$ cat config.mk
export PLATFORM = sky130hd
export DESIGN_NAME = pipeline_mem_flat
export DESIGN_NICKNAME = d
export VERILOG_FILES = /design/src/rtl/pipeline_mem_if.sv /design/src/rtl/pipeline_mem.sv /design/src/flat_wrapper.sv
export SDC_FILE = /design/constraint.sdc
export NUM_CORES = 1
export LEC_CHECK = 0
export ABC_CLOCK_PERIOD_IN_PS = 6000
export CAP_MARGIN = 20
export CORE_AREA = 10 10 186 188
export CTS_BUF_LIST = sky130_fd_sc_hd__clkbuf_4 sky130_fd_sc_hd__clkbuf_8
export DETAILED_ROUTE_END_ITERATION = 10
export DIE_AREA = 0 0 196 198
export DONT_BUFFER_PORTS = 1
export PLACE_DENSITY = 0.52
export SLEW_MARGIN = 20
export SYNTH_ARGS = -nofsm -noshare
export SYNTH_HDL_FRONTEND = slang
export SYNTH_SLANG_ARGS = --single-unit
$ cat constraint.sdc
create_clock -name clk -period 6 [get_ports clk]
set_input_delay 1.8 -clock clk [delete_from_list [all_inputs] [get_ports clk]]
set_output_delay 1.8 -clock clk [all_outputs]
set_load 0.01 [all_outputs]
$ cat src/rtl/pipeline_mem_if.sv
// pipeline_mem_if: EX-side, memory-side, writeback and fault signals
// of the MEM pipeline stage (master = environment, slave = stage).
interface pipeline_mem_if #(
  parameter int ADDR_WIDTH = 64,
  parameter int DATA_WIDTH = 64
);
  logic                  in_valid;
  logic                  ready;
  logic [DATA_WIDTH-1:0] ex_res;
  logic [DATA_WIDTH-1:0] r2_val_mem;
  logic [4:0]            mem_dst_reg;
  logic [31:0]           next_mem_opcode;
  logic                  next_is_mem_load;

  logic                  mem_req;
  logic                  mem_we;
  logic [ADDR_WIDTH-1:0] mem_addr;
  logic [DATA_WIDTH-1:0] mem_wdata;
  logic [1:0]            mem_size;
  logic                  mem_ack;
  logic [DATA_WIDTH-1:0] mem_rdata;

  logic                  wb_valid;
  logic                  wb_ready;
  logic [4:0]            wb_dst_reg;
  logic [DATA_WIDTH-1:0] wb_data;

  logic                  fault_valid;
  logic [ADDR_WIDTH-1:0] fault_addr;

  modport master (
    output in_valid, ex_res, r2_val_mem, mem_dst_reg,
    output next_mem_opcode, next_is_mem_load,
    output mem_ack, mem_rdata, wb_ready,
    input  ready, mem_req, mem_we, mem_addr, mem_wdata,
    input  mem_size, wb_valid, wb_dst_reg, wb_data,
    input  fault_valid, fault_addr
  );

  modport slave (
    input  in_valid, ex_res, r2_val_mem, mem_dst_reg,
    input  next_mem_opcode, next_is_mem_load,
    input  mem_ack, mem_rdata, wb_ready,
    output ready, mem_req, mem_we, mem_addr, mem_wdata,
    output mem_size, wb_valid, wb_dst_reg, wb_data,
    output fault_valid, fault_addr
  );
endinterface

$ cat src/rtl/pipeline_mem.sv
// pipeline_mem: MEM stage (IDLE/REQ/WB) between EX and writeback.
// Define PIPELINE_MEM_MISALIGN_TRAP_EN to trap misaligned accesses.
module pipeline_mem #(
  parameter int ADDR_WIDTH = 64,
  parameter int DATA_WIDTH = 64
) (
  input logic           clk,
  input logic           reset,
  pipeline_mem_if.slave bus
);
  typedef enum logic [1:0] { IDLE, REQ, WB } state_t;

  state_t                state;
  logic                  mem_req_q;
  logic                  mem_we_q;
  logic [ADDR_WIDTH-1:0] mem_addr_q;
  logic [DATA_WIDTH-1:0] mem_wdata_q;
  logic [1:0]            mem_size_q;
  logic                  sext_q;
  logic [4:0]            dst_q;
  logic                  wb_valid_q;
  logic [4:0]            wb_dst_q;
  logic [DATA_WIDTH-1:0] wb_data_q;
  logic [DATA_WIDTH-1:0] ld_data;
  logic [31:0]           op;
  logic                  acc_d;
  logic                  sext_d;
  logic [1:0]            size_d;
  logic                  mis;
  logic                  xfer;

  assign op = bus.next_mem_opcode;
  assign bus.ready = (state == IDLE) ||
                     (state == WB && bus.wb_ready);
  assign xfer = bus.in_valid && bus.ready;

  // Unknown access codes fall through to "no access".
  always_comb begin
    acc_d  = 1'b1;
    sext_d = 1'b0;
    size_d = 2'd0;
    unique case (1'b1)
      op == 32'd1: sext_d = 1'b1;
      op == 32'd2: begin size_d = 2'd1; sext_d = 1'b1; end
      op == 32'd3: begin size_d = 2'd2; sext_d = 1'b1; end
      op == 32'd4: size_d = 2'd3;
      op == 32'd5: size_d = 2'd0;
      op == 32'd6: size_d = 2'd1;
      op == 32'd7: size_d = 2'd2;
      default:     acc_d = 1'b0;
    endcase
  end

  always_comb begin
    ld_data = bus.mem_rdata;
    unique case (mem_size_q)
      2'd0: ld_data = {{(DATA_WIDTH-8){sext_q & bus.mem_rdata[7]}},
                       bus.mem_rdata[7:0]};
      2'd1: ld_data = {{(DATA_WIDTH-16){sext_q & bus.mem_rdata[15]}},
                       bus.mem_rdata[15:0]};
      2'd2: ld_data = {{(DATA_WIDTH-32){sext_q & bus.mem_rdata[31]}},
                       bus.mem_rdata[31:0]};
      default: ld_data = bus.mem_rdata;
    endcase
  end

`ifdef PIPELINE_MEM_MISALIGN_TRAP_EN
  logic                  fault_q;
  logic [ADDR_WIDTH-1:0] fault_addr_q;

  always_comb begin
    mis = 1'b0;
    unique case (size_d)
      2'd1:    mis = bus.ex_res[0];
      2'd2:    mis = |bus.ex_res[1:0];
      2'd3:    mis = |bus.ex_res[2:0];
      default: mis = 1'b0;
    endcase
  end

  always_ff @(posedge clk) begin
    if (reset) begin
      fault_q      <= 1'b0;
      fault_addr_q <= '0;
    end else begin
      fault_q <= xfer && acc_d && mis;
      if (xfer && acc_d && mis)
        fault_addr_q <= bus.ex_res[ADDR_WIDTH-1:0];
    end
  end

  assign bus.fault_valid = fault_q;
  assign bus.fault_addr  = fault_addr_q;
`else
  assign mis             = 1'b0;
  assign bus.fault_valid = 1'b0;
  assign bus.fault_addr  = '0;
`endif

  always_ff @(posedge clk) begin
    if (reset) begin
      state       <= IDLE;
      mem_req_q   <= 1'b0;
      mem_we_q    <= 1'b0;
      mem_addr_q  <= '0;
      mem_wdata_q <= '0;
      mem_size_q  <= 2'd0;
      sext_q      <= 1'b0;
      dst_q       <= 5'd0;
      wb_valid_q  <= 1'b0;
      wb_dst_q    <= 5'd0;
      wb_data_q   <= '0;
    end else begin
      unique case (state)
        REQ: begin
          if (bus.mem_ack) begin
            mem_req_q <= 1'b0;
            state     <= IDLE;
            if (!mem_we_q && dst_q != 5'd0) begin
              wb_valid_q <= 1'b1;
              wb_dst_q   <= dst_q;
              wb_data_q  <= ld_data;
              state      <= WB;
            end
          end
        end
        IDLE, WB: begin
          if (state == WB && bus.wb_ready) begin
            wb_valid_q <= 1'b0;
            state      <= IDLE;
          end
          // A drained WB slot is refilled on the same edge.
          if (xfer) begin
            if (!acc_d) begin
              if (bus.mem_dst_reg != 5'd0) begin
                wb_valid_q <= 1'b1;
                wb_dst_q   <= bus.mem_dst_reg;
                wb_data_q  <= bus.ex_res;
                state      <= WB;
              end
            end else if (!mis) begin
              mem_req_q   <= 1'b1;
              mem_we_q    <= !bus.next_is_mem_load;
              mem_addr_q  <= bus.ex_res[ADDR_WIDTH-1:0];
              mem_wdata_q <= bus.r2_val_mem;
              mem_size_q  <= size_d;
              sext_q      <= sext_d;
              dst_q       <= bus.mem_dst_reg;
              state       <= REQ;
            end
          end
        end
        default: state <= IDLE;
      endcase
    end
  end

  assign bus.mem_req    = mem_req_q;
  assign bus.mem_we     = mem_we_q;
  assign bus.mem_addr   = mem_addr_q;
  assign bus.mem_wdata  = mem_wdata_q;
  assign bus.mem_size   = mem_size_q;
  assign bus.wb_valid   = wb_valid_q;
  assign bus.wb_dst_reg = wb_dst_q;
  assign bus.wb_data    = wb_data_q;
endmodule

$ cat src/flat_wrapper.sv
// flat-port wrapper written by rule: the top's interface ports become plain ports
module pipeline_mem_flat 
#(
  parameter int ADDR_WIDTH = 64,
  parameter int DATA_WIDTH = 64
)
  (clk, reset, bus_in_valid, bus_ex_res, bus_r2_val_mem, bus_mem_dst_reg, bus_next_mem_opcode, bus_next_is_mem_load, bus_mem_ack, bus_mem_rdata, bus_wb_ready, bus_ready, bus_mem_req, bus_mem_we, bus_mem_addr, bus_mem_wdata, bus_mem_size, bus_wb_valid, bus_wb_dst_reg, bus_wb_data, bus_fault_valid, bus_fault_addr);
  pipeline_mem_if #(.ADDR_WIDTH(ADDR_WIDTH), .DATA_WIDTH(DATA_WIDTH)) bus_i ();
  input logic clk;
  input logic reset;
  input wire logic [$bits(bus_i.in_valid)-1:0] bus_in_valid;
  input wire logic [$bits(bus_i.ex_res)-1:0] bus_ex_res;
  input wire logic [$bits(bus_i.r2_val_mem)-1:0] bus_r2_val_mem;
  input wire logic [$bits(bus_i.mem_dst_reg)-1:0] bus_mem_dst_reg;
  input wire logic [$bits(bus_i.next_mem_opcode)-1:0] bus_next_mem_opcode;
  input wire logic [$bits(bus_i.next_is_mem_load)-1:0] bus_next_is_mem_load;
  input wire logic [$bits(bus_i.mem_ack)-1:0] bus_mem_ack;
  input wire logic [$bits(bus_i.mem_rdata)-1:0] bus_mem_rdata;
  input wire logic [$bits(bus_i.wb_ready)-1:0] bus_wb_ready;
  output wire logic [$bits(bus_i.ready)-1:0] bus_ready;
  output wire logic [$bits(bus_i.mem_req)-1:0] bus_mem_req;
  output wire logic [$bits(bus_i.mem_we)-1:0] bus_mem_we;
  output wire logic [$bits(bus_i.mem_addr)-1:0] bus_mem_addr;
  output wire logic [$bits(bus_i.mem_wdata)-1:0] bus_mem_wdata;
  output wire logic [$bits(bus_i.mem_size)-1:0] bus_mem_size;
  output wire logic [$bits(bus_i.wb_valid)-1:0] bus_wb_valid;
  output wire logic [$bits(bus_i.wb_dst_reg)-1:0] bus_wb_dst_reg;
  output wire logic [$bits(bus_i.wb_data)-1:0] bus_wb_data;
  output wire logic [$bits(bus_i.fault_valid)-1:0] bus_fault_valid;
  output wire logic [$bits(bus_i.fault_addr)-1:0] bus_fault_addr;
  assign bus_i.in_valid = bus_in_valid;
  assign bus_i.ex_res = bus_ex_res;
  assign bus_i.r2_val_mem = bus_r2_val_mem;
  assign bus_i.mem_dst_reg = bus_mem_dst_reg;
  assign bus_i.next_mem_opcode = bus_next_mem_opcode;
  assign bus_i.next_is_mem_load = bus_next_is_mem_load;
  assign bus_i.mem_ack = bus_mem_ack;
  assign bus_i.mem_rdata = bus_mem_rdata;
  assign bus_i.wb_ready = bus_wb_ready;
  assign bus_ready = bus_i.ready;
  assign bus_mem_req = bus_i.mem_req;
  assign bus_mem_we = bus_i.mem_we;
  assign bus_mem_addr = bus_i.mem_addr;
  assign bus_mem_wdata = bus_i.mem_wdata;
  assign bus_mem_size = bus_i.mem_size;
  assign bus_wb_valid = bus_i.wb_valid;
  assign bus_wb_dst_reg = bus_i.wb_dst_reg;
  assign bus_wb_data = bus_i.wb_data;
  assign bus_fault_valid = bus_i.fault_valid;
  assign bus_fault_addr = bus_i.fault_addr;
  pipeline_mem #(.ADDR_WIDTH(ADDR_WIDTH), .DATA_WIDTH(DATA_WIDTH)) u_core (.clk(clk), .reset(reset), .bus(bus_i));
endmodule
* Word level (Yosys, flattened, before mapping)
Index checks and enable logic that the tools add are counted.
W data, S select, Z words.
** Word-level totals
- Memory bits (read-only) :: 0
- Output and inout port bits :: 268
- Memories kept :: 0
- Bits in latches :: 0
- Logic and storage cells :: 85
- Memory bits (writable) :: 0
- Register bits :: 210
** Operators by class
- Multiplexer cells :: 34
- Shift-type cells :: 0
- Add/sub/neg operators :: 0
- Reductions and logical operators :: 20
- Div/mod/pow operators :: 0
- Magnitude comparators :: 0
- Multiply operators :: 0
- Eq/ne operators :: 17
- Bitwise logic cells :: 3
** Operators by type and width (number)
- $mux W64 :: 5
- $pmux W64 S3 :: 1
- $eq A32 B3 Y1 const B :: 4
- $pmux W64 S2 :: 1
- $eq A32 B2 Y1 const B :: 2
- $eq A32 B1 Y1 const B :: 1
- $mux W5 :: 5
- $mux W2 :: 6
- $mux W1 :: 11
- $pmux W5 S2 :: 1
- $reduce_bool A5 Y1 :: 2
- $ne A2 B1 Y1 const B :: 4
- $reduce_or A7 Y1 :: 1
- $pmux W2 S3 :: 1
- $reduce_and A3 Y1 :: 2
- $reduce_and A6 Y1 :: 1
- $reduce_or A2 Y1 :: 3
- $eq A2 B1 Y1 const B :: 2
- $eq A2 B2 Y1 const B :: 2
- $logic_not A2 Y1 :: 2
- $ne A2 B2 Y1 const B :: 2
- $pmux W1 S2 :: 2
- $pmux W2 S2 :: 1
- $reduce_and A4 Y1 :: 1
- other kinds (6) :: 11

* Depth between registers and ports, before layout
Gate-level depths: netlist of the first run.
- Word-level depth :: 7
- Depth in mapped cells :: 7
- Gate-level depth less buffers :: 5

* Worst setup path after synthesis of the first run
No wires, ideal clock.
- Kind :: input to output
- From :: input port bus_wb_ready
- To :: output port bus_ready
- Path buffers :: 0
- Path slack :: 2.138 ns
- Cell stages on the path :: 2
- Arrival time :: 2.062 ns
- Path through :: nor2b_2 -> nor2_1
** On the way
- Cells in the longest elaborated chain, start to end :: 2
** RTL lines
- from (decl) :: line flat_wrapper.sv:19 : input wire logic [$bits(bus_i.wb_ready)-1:0] bus_wb_ready;
- $logic_and A1 B1 Y1 :: line pipeline_mem.sv:34 : (state == WB && bus.wb_ready);
- $logic_or A1 B1 Y1 :: line pipeline_mem.sv:33 : assign bus.ready = (state == IDLE) ||
- to (decl) :: line flat_wrapper.sv:20 : output wire logic [$bits(bus_i.ready)-1:0] bus_ready;
Every way passes these cells.

* Worst setup path in the final report of the first run
Ends and elaborated chain as after synthesis.

==> results of run 1 <==
-- layer usage --
| layer | GRT usage, % | up-vias |
|---|---|---|
| li1 | - | 3702 |
| met5 | 0 | - |
| met4 | 5.03 | 2 |
| met3 | 7.63 | 43 |
| met1 | 19.8 | 3772 |
| met2 | 28.1 | 348 |
-- cell usage after synthesis (all sizes together) --
master / instances / area share [%]
o221a: 3 / 0.35
and2: 1 / 0.065
a21boi: 32 / 2.5
buf: 113 / 9.3
a211o: 1 / 0.091
dfxtp: 210 / 44
clkbuf: 49 / 1.9
mux2: 1 / 0.12
and4: 4 / 0.42
nor2b: 1 / 0.091
a21oi: 192 / 10
nor3b: 1 / 0.19
nand3b: 2 / 0.16
o21ai: 25 / 1.3
conb: 1 / 0.039
inv: 5 / 0.19
nand4: 11 / 0.78
o41ai: 32 / 5.2
xnor2: 1 / 0.091
nand2: 304 / 12
o211ai: 32 / 4.0
or2: 1 / 0.065
nor4: 6 / 0.39
nand3: 17 / 0.88
a31oi: 2 / 0.19
a211oi: 15 / 1.8
nor3: 3 / 0.21
nor2: 67 / 2.6
a21o: 1 / 0.078
or3: 2 / 0.13
mux2i: 14 / 1.5
-- cells by family after synthesis --
logic type	Yosys count	share of synthesized area [%]
AO/OA/AOI/OAI	335	25.5
AND/OR/NAND/NOR	420	17.8
multiplexers	15	1.57
XOR/XNOR	1	0.0908
buffers and inverters	167	11.4
other	1	0.0389
flip-flops	210	43.6
-- stage by stage --
| stage | cells | setup WS [ns] | utilization (%) | hold slack [ns] |
|---|---|---|---|---|
| global placement | 1464 | 1.81 | 30.3 | 0.462 |
| detailed placement | 1464 | 1.79 | 30.4 | 0.469 |
| global route | 1531 | 2.05 | 32.8 | 0.498 |
| finish | 1531 | 2.03 | 32.8 | 0.477 |
| floorplan | 1213 | 2.14 | - | 0.449 |
| CTS | 1529 | 2.04 | 32.8 | 0.476 |
-- where the power goes --
| part | switching (W) | internal, W | leakage (nW) |
|---|---|---|---|
| Clock | 0.000619 | 0.000749 | 0.396 |
| Sequential | 0.0000499 | 0.00143 | 1.71 |
| Combinational | 0.0000941 | 0.0000495 | 1.33 |
-- worst max path at each step --
stage | from | to | cells after the start
floorplan | bus_wb_ready | bus_ready | 2
global placement | bus_mem_ack | u_core.bus.wb_data[63] | 6
detailed placement | bus_mem_ack | u_core.bus.wb_data[32] | 6
CTS | bus_wb_ready | bus_ready | 2
global route | bus_wb_ready | bus_ready | 2
finish | bus_wb_ready | bus_ready | 2
-- area by class of cell --
type                            count  area share [%]
Tap cell                          402            4.94
Multi-Input combinational cell    836            45.2
Sequential cell                   210            41.3
Antenna cell                        2          0.0491
Inverter                            5           0.209
Timing Repair Buffer               11           0.933
Clock buffer                       57            6.90
Clock inverter                      8           0.467
==> run metrics, run 1 <==
Starting Density 31.0%; worst-skew pair later-pin latency 0.55 ns; startpoint types input pin; CTS tree yes; Die ar. between 30,000 and 40,000 sq um; Worst path top cell family by delay simple AND/OR/NAND/NOR gates; leakage 3.43 nW; post_cts resized 0; syn_area_per_cell about 8.4 sq um; final instance area between 10,000 and 15,000 sq um; worst min-delay path class reg -> reg; fin nets 1,338; register area 4210 sq um; Synth cell types 47; GP Congestion 0.794; max capacitance violation total 0; vias post-DR 7,867; Top Metal Used met5; worst-path maximum fanout 3; Core Box Area 31,100 sq um; site row count 65; clock buffer depth 3; Worst Hold Path EP u_core.dst_q[3]; synthesized instance count 1,149; multi-input logic area 4600 sq um; critical path type in -> out; drt total wl 36.0 mm; number of port buffers 0; largest net degree at the start of global routing 200; Tot GR Track Use 17.2%; vias in the first global route 7,803; most frequent cells in the layout nand2_1 (303), dfxtp_1 (209), a21oi_1 (190); Post-CTS Setup Inserts 0; reg2reg start u_core.state[0]; reg2reg setup slack 2.92 ns; Reg clk slew, reported paths approximately 0.060 ns; hold path cells 2; Vias/cell 5.14; RSZ-0062 raised after global routing no; f_max 0.252 GHz; most common cell after layout, fill and taps aside nand2_1; sequential-to-total area share from yosys stat 43.6%; final setup violating endpoints 0; Worst Clk Skew 0.0151 ns; I/O Pins 503; measured slew at the worst slew-check pin approximately 1.0 ns; CTS sink cnt 210; Total Neg Setup Slack 0 ns; Die W 196 um; YS warnings 0; dpl hpwl 25.7 mm; Pwr Density 293 nW/um^2; H-tree levels 2; crit path max-delay cell type nor2_1; slew margin rel. 30.2%; hold_sp u_core.dst_q[3]; number of DRC markers in iteration 0 352; Cell Area, Synth 9650 sq um; Final Hold Viols 0; Arrival @ worst endpoint 2.17 ns; Routed WL per cell roughly 23 um; CP required 4.20 ns; nature of the critical path endpoint output port; Yosys reg bits 210; initial antenna violation count 3; Cell Area, Placed 9430 sq um; DR pass1 iterations 5; gr ovfl total 0; share of layout cells above drive strength 1 14.7%; DRC 0; met1 WL 13.8 mm; Hold-fix buffers, CTS 0; Area Overhead vs Synth 5.62%; Crit Reg-Reg Endpoint u_core.bus.wb_data[32]; Final Critical Period 3.97 ns; Cell Chain, Critical Path nor2b_2 > nor2_1; status finished clean; Total Power about 0.0030 W; clock buffer count from CTS 39; Max rail drop VDD 151 uV; Filler Cells Inserted 3,308; final critical-path share of the clock period 66.2%; WL met2 17.5 mm; Antenna Nets Post-Route 0; global-route wire length before repair between 50 and 60 mm; Final Max Tran Viols 0; Buffers & Inverters on Critical Path 0; met3 wire len 4.06 mm; Root Buffer clkbuf_8; FF-to-FF path depth 6; die height 198 um; slowest stage delay, CP 0.33 ns
Power figures use the tool's default switching activity.
==> inputs of run 2 (changes only) <==
--- a/config.mk
+++ b/config.mk
@@ -5,7 +5,7 @@
 export SDC_FILE = /design/constraint.sdc
 export NUM_CORES = 1
 export LEC_CHECK = 0
-export ABC_CLOCK_PERIOD_IN_PS = 6000
+export ABC_CLOCK_PERIOD_IN_PS = 3700
 export CAP_MARGIN = 20
 export CORE_AREA = 10 10 186 188
 export CTS_BUF_LIST = sky130_fd_sc_hd__clkbuf_4 sky130_fd_sc_hd__clkbuf_8
==> constraint.sdc (replaced) <==
create_clock -name clk -period 3.7 [get_ports clk]
set_input_delay 1.11 -clock clk [delete_from_list [all_inputs] [get_ports clk]]
set_output_delay 1.11 -clock clk [all_outputs]
set_load 0.01 [all_outputs]
==> run metrics, run 2 (synthesis results as in run 1) <==
status finished clean (unchanged); switching part of the total power 24.0% (was 25.5%); slew margin rel. 35.7% (was 30.2%); Hold-fix buffers, CTS 0 (unchanged); Levels on crit path 2 (unchanged); Setup WS post-layout 1.12 ns (was 2.03 ns); fin nets 1,346 (was 1,338); global-route wire length before repair 52.1 mm (about the same); measured slew at the worst slew-check pin 0.965 ns (was 1.04 ns); clock buffer depth 3 (unchanged); largest net degree at the start of global routing 200 (unchanged); max capacitance violation total 0 (unchanged); nature of the critical path endpoint output port (unchanged); worst min-delay path class reg -> reg (unchanged); vias in the first global route 7,722 (was 7,803); Die W 196 um (unchanged); Core Box Area 31,100 sq um (unchanged); Finished Layout Cells 1,543 (was 1,531); Tot GR Track Use 17.0% (was 17.2%); Reg clk slew, reported paths 0.06 ns (about the same); Antenna Nets Post-Route 0 (unchanged); Area Overhead vs Synth 8.38% (was 5.62%); GP Congestion 0.799 (was 0.794); Die ar. 38,800 sq um (unchanged); Routed WL per cell 23.2 um (was 23.5 um); Cell Chain, Critical Path nor2b_2 > nor2_1 (unchanged); Cell Area, Placed 9530 sq um (was 9430 sq um); Buffers & Inverters on Critical Path 0 (unchanged); clock share of power 49.9% (was 45.7%); Top Metal Used met4 (was met5); hold path cells 2 (unchanged); clock buffer count from CTS 39 (unchanged); Worst path top cell family by delay simple AND/OR/NAND/NOR gates (unchanged); gr ovfl total 0 (unchanged); Ant. Diodes 0 (was 2); Max rail drop VDD 224 uV (was 151 uV); most frequent cells in the layout nand2_1 (303), dfxtp_1 (209), a21oi_1 (190) (unchanged); Cell Int Power 0.00400 W (was 0.00223 W); critical path type in -> out (unchanged); leakage 3.58 nW (was 3.43 nW); number of port buffers 0 (unchanged); RSZ-0062 raised after global routing no (unchanged); Final Critical Period 2.58 ns; part of the power in combinational logic 4.5% (was 4.8%); final critical-path share of the clock period 69.8%; Final Max Tran Viols 0 (unchanged); Worst Clk Skew 0.0266 ns (was 0.0151 ns); share of layout cells above drive strength 1 15.7% (was 14.7%); WL met2 17.4 mm (was 17.5 mm); Seq pwr share 45.5% (was 49.5%); Arrival @ worst endpoint 1.47 ns (was 2.17 ns); dpl hpwl 26.1 mm (was 25.7 mm); Vias/cell 5.11 (was 5.14); Pwr Density 504 nW/um^2 (was 293 nW/um^2); most common cell after layout, fill and taps aside nand2_1 (unchanged); drt total wl 35.9 mm (was 36.0 mm); site row count 65 (unchanged); Root Buffer clkbuf_8 (unchanged); crit path max-delay cell type nor2_1 (unchanged); Total Power 0.00526 W (was 0.00299 W); DR pass1 iterations 5 (unchanged); met1 WL 13.8 mm (about the same); worst-path maximum fanout 3 (unchanged); final setup violating endpoints 0 (unchanged); CP required 2.59 ns (was 4.20 ns); Final Hold Viols 0 (unchanged); H-tree levels 2 (unchanged); reg2reg setup slack 1.20 ns (was 2.92 ns); Post-Place Cells 1,472 (was 1,464); number of DRC markers in iteration 0 461 (was 352); initial antenna violation count 0 (was 3); switching power 0.00126 W (was 0.000763 W); die height 198 um (unchanged); CTS sink cnt 210 (unchanged); Total Neg Setup Slack 0 ns (unchanged); Starting Density 31.0% (unchanged); startpoint types input pin (unchanged); FF-to-FF path depth 6 (unchanged); dpl ws 0.777 ns (was 1.79 ns); final instance area 10,500 sq um (was 10,200 sq um); post_cts resized 0 (unchanged); f_max 0.387 GHz; CTS tree yes (unchanged); Filler Cells Inserted 3,302 (was 3,308); DRC 0 (unchanged); Post-CTS Setup Inserts 0 (unchanged); vias post-DR 7,887 (was 7,867); worst-skew pair later-pin latency 0.55 ns (about the same); met3 wire len 3.94 mm (was 4.06 mm); slowest stage delay, CP 0.32 ns (was 0.33 ns); I/O Pins 503 (unchanged)
[run 2: changes by cell type in the layout (fill, tap and decap cells not counted), moves of 3 or more]
cell        change
buf_12          +3
bufinv_16       +3
buf_4           +5
clkbuf_8        +9
clkinvlp_4      -3
[run 2: cell type report]
type                       instances  area [sq um]  share of cell area [%]
timing repair buffer              19           193                    1.84
sequential                       210          4210                    40.3
inverter                           5          18.8                   0.180
tap                              402           503                    4.81
clock buffer                      64           812                    7.77
multi-input combinational        836          4600                    44.0
clock inverter                     7           116                    1.11
[run 2: worst paths after layout]
kind                                  to       startpoint
setup / recovery               bus_ready     bus_wb_ready
hold / removal           u_core.dst_q[3]  u_core.dst_q[3]
setup reg to reg  u_core.bus.wb_data[32]  u_core.state[0]
hold reg to reg          u_core.dst_q[3]  u_core.dst_q[3]
[run 2: per-stage QoR]
step / utilization [%] / hold slack [ns]
final: 33.6 / 0.477
after global routing: 33.6 / 0.494
after CTS: 33.6 / 0.477
after detailed placement: 30.7 / 0.469
after global placement: 30.7 / 0.459
after floorplan: - / 0.449
[run 2: worst register-to-register path: cells and delay by family, from the launching register on]
kind / cells / cell delay (ns)
AOI/OAI and AO/OA: 3 / 1.15
and+or+nand+nor: 2 / 0.30
DFF: 1 / 0.65
buffers and inverters: 1 / 0.30
[run 2: metal layers]
metal,vias to the layer above,track usage [%]
met3,40,7.46
met1,3774,19.8
met4,0,4.95
met2,352,27.8
li1,3721,-
met5,-,0
[run 2: power groups by stage]
stage	Clock [W]	Combinational [W]	Sequential, W
floorplan	0	0.000281	0.00242
global placement	0	0.000231	0.00245
detailed placement	0	0.000235	0.00245
CTS	0.00270	0.000237	0.00240
global route	0.00280	0.000266	0.00240
finish	0.00263	0.000239	0.00240
==> inputs of run 3 (changes only) <==
--- a/config.mk
+++ b/config.mk
@@ -5,7 +5,7 @@
 export SDC_FILE = /design/constraint.sdc
 export NUM_CORES = 1
 export LEC_CHECK = 0
-export ABC_CLOCK_PERIOD_IN_PS = 3700
+export ABC_CLOCK_PERIOD_IN_PS = 2500
 export CAP_MARGIN = 20
 export CORE_AREA = 10 10 186 188
 export CTS_BUF_LIST = sky130_fd_sc_hd__clkbuf_4 sky130_fd_sc_hd__clkbuf_8
==> constraint.sdc (replaced) <==
create_clock -name clk -period 2.5 [get_ports clk]
set_input_delay 0.75 -clock clk [delete_from_list [all_inputs] [get_ports clk]]
set_output_delay 0.75 -clock clk [all_outputs]
set_load 0.01 [all_outputs]
==> run metrics, run 3 (synthesis results as in run 1) <==
number of port buffers 0 (unchanged); Final Max Tran Viols 0 (unchanged); Final Hold Viols 0 (unchanged); Filler Cells Inserted 3,297 (was 3,302); nature of the critical path endpoint register (was output port); gr ovfl total 0 (unchanged); Max rail drop VDD 375 uV (was 224 uV); RSZ-0062 raised after global routing no (unchanged); Pwr Density 688 nW/um^2 (was 504 nW/um^2); Tot GR Track Use 17.2% (was 17.0%); vias in the first global route 7,917 (was 7,722); Starting Density 31.0% (unchanged); DRC 0 (unchanged); I/O Pins 503 (unchanged); die height 198 um (unchanged); post_cts resized 0 (unchanged); worst min-delay path class in -> reg (was reg -> reg); Finished Layout Cells 1,555 (was 1,543); Core Box Area 31,100 sq um (unchanged); clock buffer count from CTS 40 (was 39); vias post-DR 7,951 (was 7,887); Post-Route Utilization 33.8% (was 33.6%); clock buffer depth 3 (unchanged); worst-path maximum fanout 33 (was 3); Vias/cell 5.11 (about the same); final instance area 10,500 sq um (about the same); Total Neg Setup Slack 0 ns (unchanged); dpl hpwl 26.3 mm (was 26.1 mm); f_max between 0.4 and 0.5 GHz; CTS tree yes (unchanged); most common cell after layout, fill and taps aside nand2_1 (unchanged); worst-skew pair later-pin latency 0.55 ns (about the same); global-route wire length before repair 52.4 mm (was 52.1 mm); Worst Clk Skew 0.0274 ns (was 0.0266 ns); final setup violating endpoints 0 (unchanged); Die ar. 38,800 sq um (unchanged); Hold-fix buffers, CTS 0 (unchanged); Post-CTS Setup Inserts 0 (unchanged); Final Critical Period 2.16 ns; initial antenna violation count 2 (was 0); Cell Area, Placed 9730 sq um (was 9530 sq um); GP Congestion 0.829 (was 0.799); Arrival @ worst endpoint 2.59 ns (was 1.47 ns); site row count 65 (unchanged); most frequent cells in the layout nand2_1 (303), dfxtp_1 (209), a21oi_1 (190) (unchanged); Root Buffer clkbuf_8 (unchanged); Die W 196 um (unchanged); H-tree levels 2 (unchanged); CTS sink cnt 210 (unchanged); Crit Reg-Reg Endpoint u_core.bus.wb_data[47] (was u_core.bus.wb_data[32]); Antenna Nets Post-Route 0 (unchanged); Area Overhead vs Synth 8.89% (was 8.38%); reg2reg start u_core.state[0] (unchanged); Post-Place Cells 1,486 (was 1,472); max capacitance violation total 0 (unchanged); status finished clean (unchanged); critical path type reg -> reg (was in -> out); FF-to-FF path depth 6 (unchanged); startpoint types register (was input pin); fin nets 1,361 (was 1,346); CP required 2.93 ns (was 2.59 ns); hold_sp reset (was u_core.dst_q[3]); leakage 3.61 nW (was 3.58 nW); Routed WL per cell 23.1 um (was 23.2 um); Worst Hold Path EP u_core.bus.mem_addr[49] (was u_core.dst_q[3]); Reg clk slew, reported paths 0.06 ns (about the same); reg2reg setup slack 0.34 ns (was 1.20 ns); DR pass1 iterations 5 (unchanged); final critical-path share of the clock period between 80 and 90%; hold path cells 1 (was 2); number of DRC markers in iteration 0 395 (was 461); largest net degree at the start of global routing 200 (unchanged); share of layout cells above drive strength 1 16.4% (was 15.7%); drt total wl 36.0 mm (was 35.9 mm)
## run 3: cell types whose count changed in the layout (fill, tap and decap cells not counted), sizes merged
cell / change
buf: +14
clkbuf: -4
bufinv: -3
diode: +2
clkinv: +1
clkinvlp: +1
inv: +1
## run 3: metrics by stage
stage	hold slack, ns	power [W]	setup slack (ns)
after global routing	0.250	0.00753	0.245
final	0.291	0.00723	0.344
after floorplan	0.449	0.00399	0.399
after detailed placement	0.472	0.00398	0.0815
after global placement	0.466	0.00398	0.0953
after CTS	0.237	0.00733	0.329
## run 3: how the worst max path moves through the flow
stage | start | endpoint | slack, ns | cells past startpoint
floorplan | bus_next_mem_opcode[13] | u_core.bus.wb_data[6] | 0.40 | 7
global placement | bus_next_mem_opcode[13] | u_core.bus.wb_data[30] | 0.1 | 6
detailed placement | bus_next_mem_opcode[9] | u_core.bus.wb_data[30] | 0.08 | 6
CTS | u_core.state[0] | u_core.bus.wb_data[47] | 0.33 | 6
global route | u_core.state[0] | u_core.bus.wb_data[32] | 0.25 | 6
finish | u_core.state[0] | u_core.bus.wb_data[47] | 0.34 | 6
## run 3: layout make-up
class	instances	area (sq um)	share of cell area, %
Antenna cell	2	5.00	0.0477
Inverter	5	18.8	0.179
Tap cell	402	503	4.79
Sequential cell	210	4210	40.1
Clock inverter	7	47.5	0.453
Multi-Input combinational cell	836	4600	43.8
Timing Repair Buffer	33	398	3.79
Clock buffer	60	719	6.85
## run 3: critical path, stage by stage, from the launching register on
cell      delay [ns]
dfxtp_4         0.54
nand3b_1        0.23
a211o_1         0.39
nand4_1         0.21
nand2_2         0.10
buf_12          0.18
o41ai_2         0.37
## run 3: routing by layer
layer  track usage (%)  vias to the layer above  routed length, um
met5                 0                        -                  0
met4              6.33                        0                910
met3              7.98                       55               4190
met2              27.6                      364              17400
met1              19.6                     3784              13400
li1                  -                     3748                  -
## run 3: report_power, final
part | internal (W) | switching [W] | total [W]
Sequential | 0.00343 | 0.000117 | 0.00355
Clock | 0.00184 | 0.00148 | 0.00332
Combinational | 0.000137 | 0.000229 | 0.000365
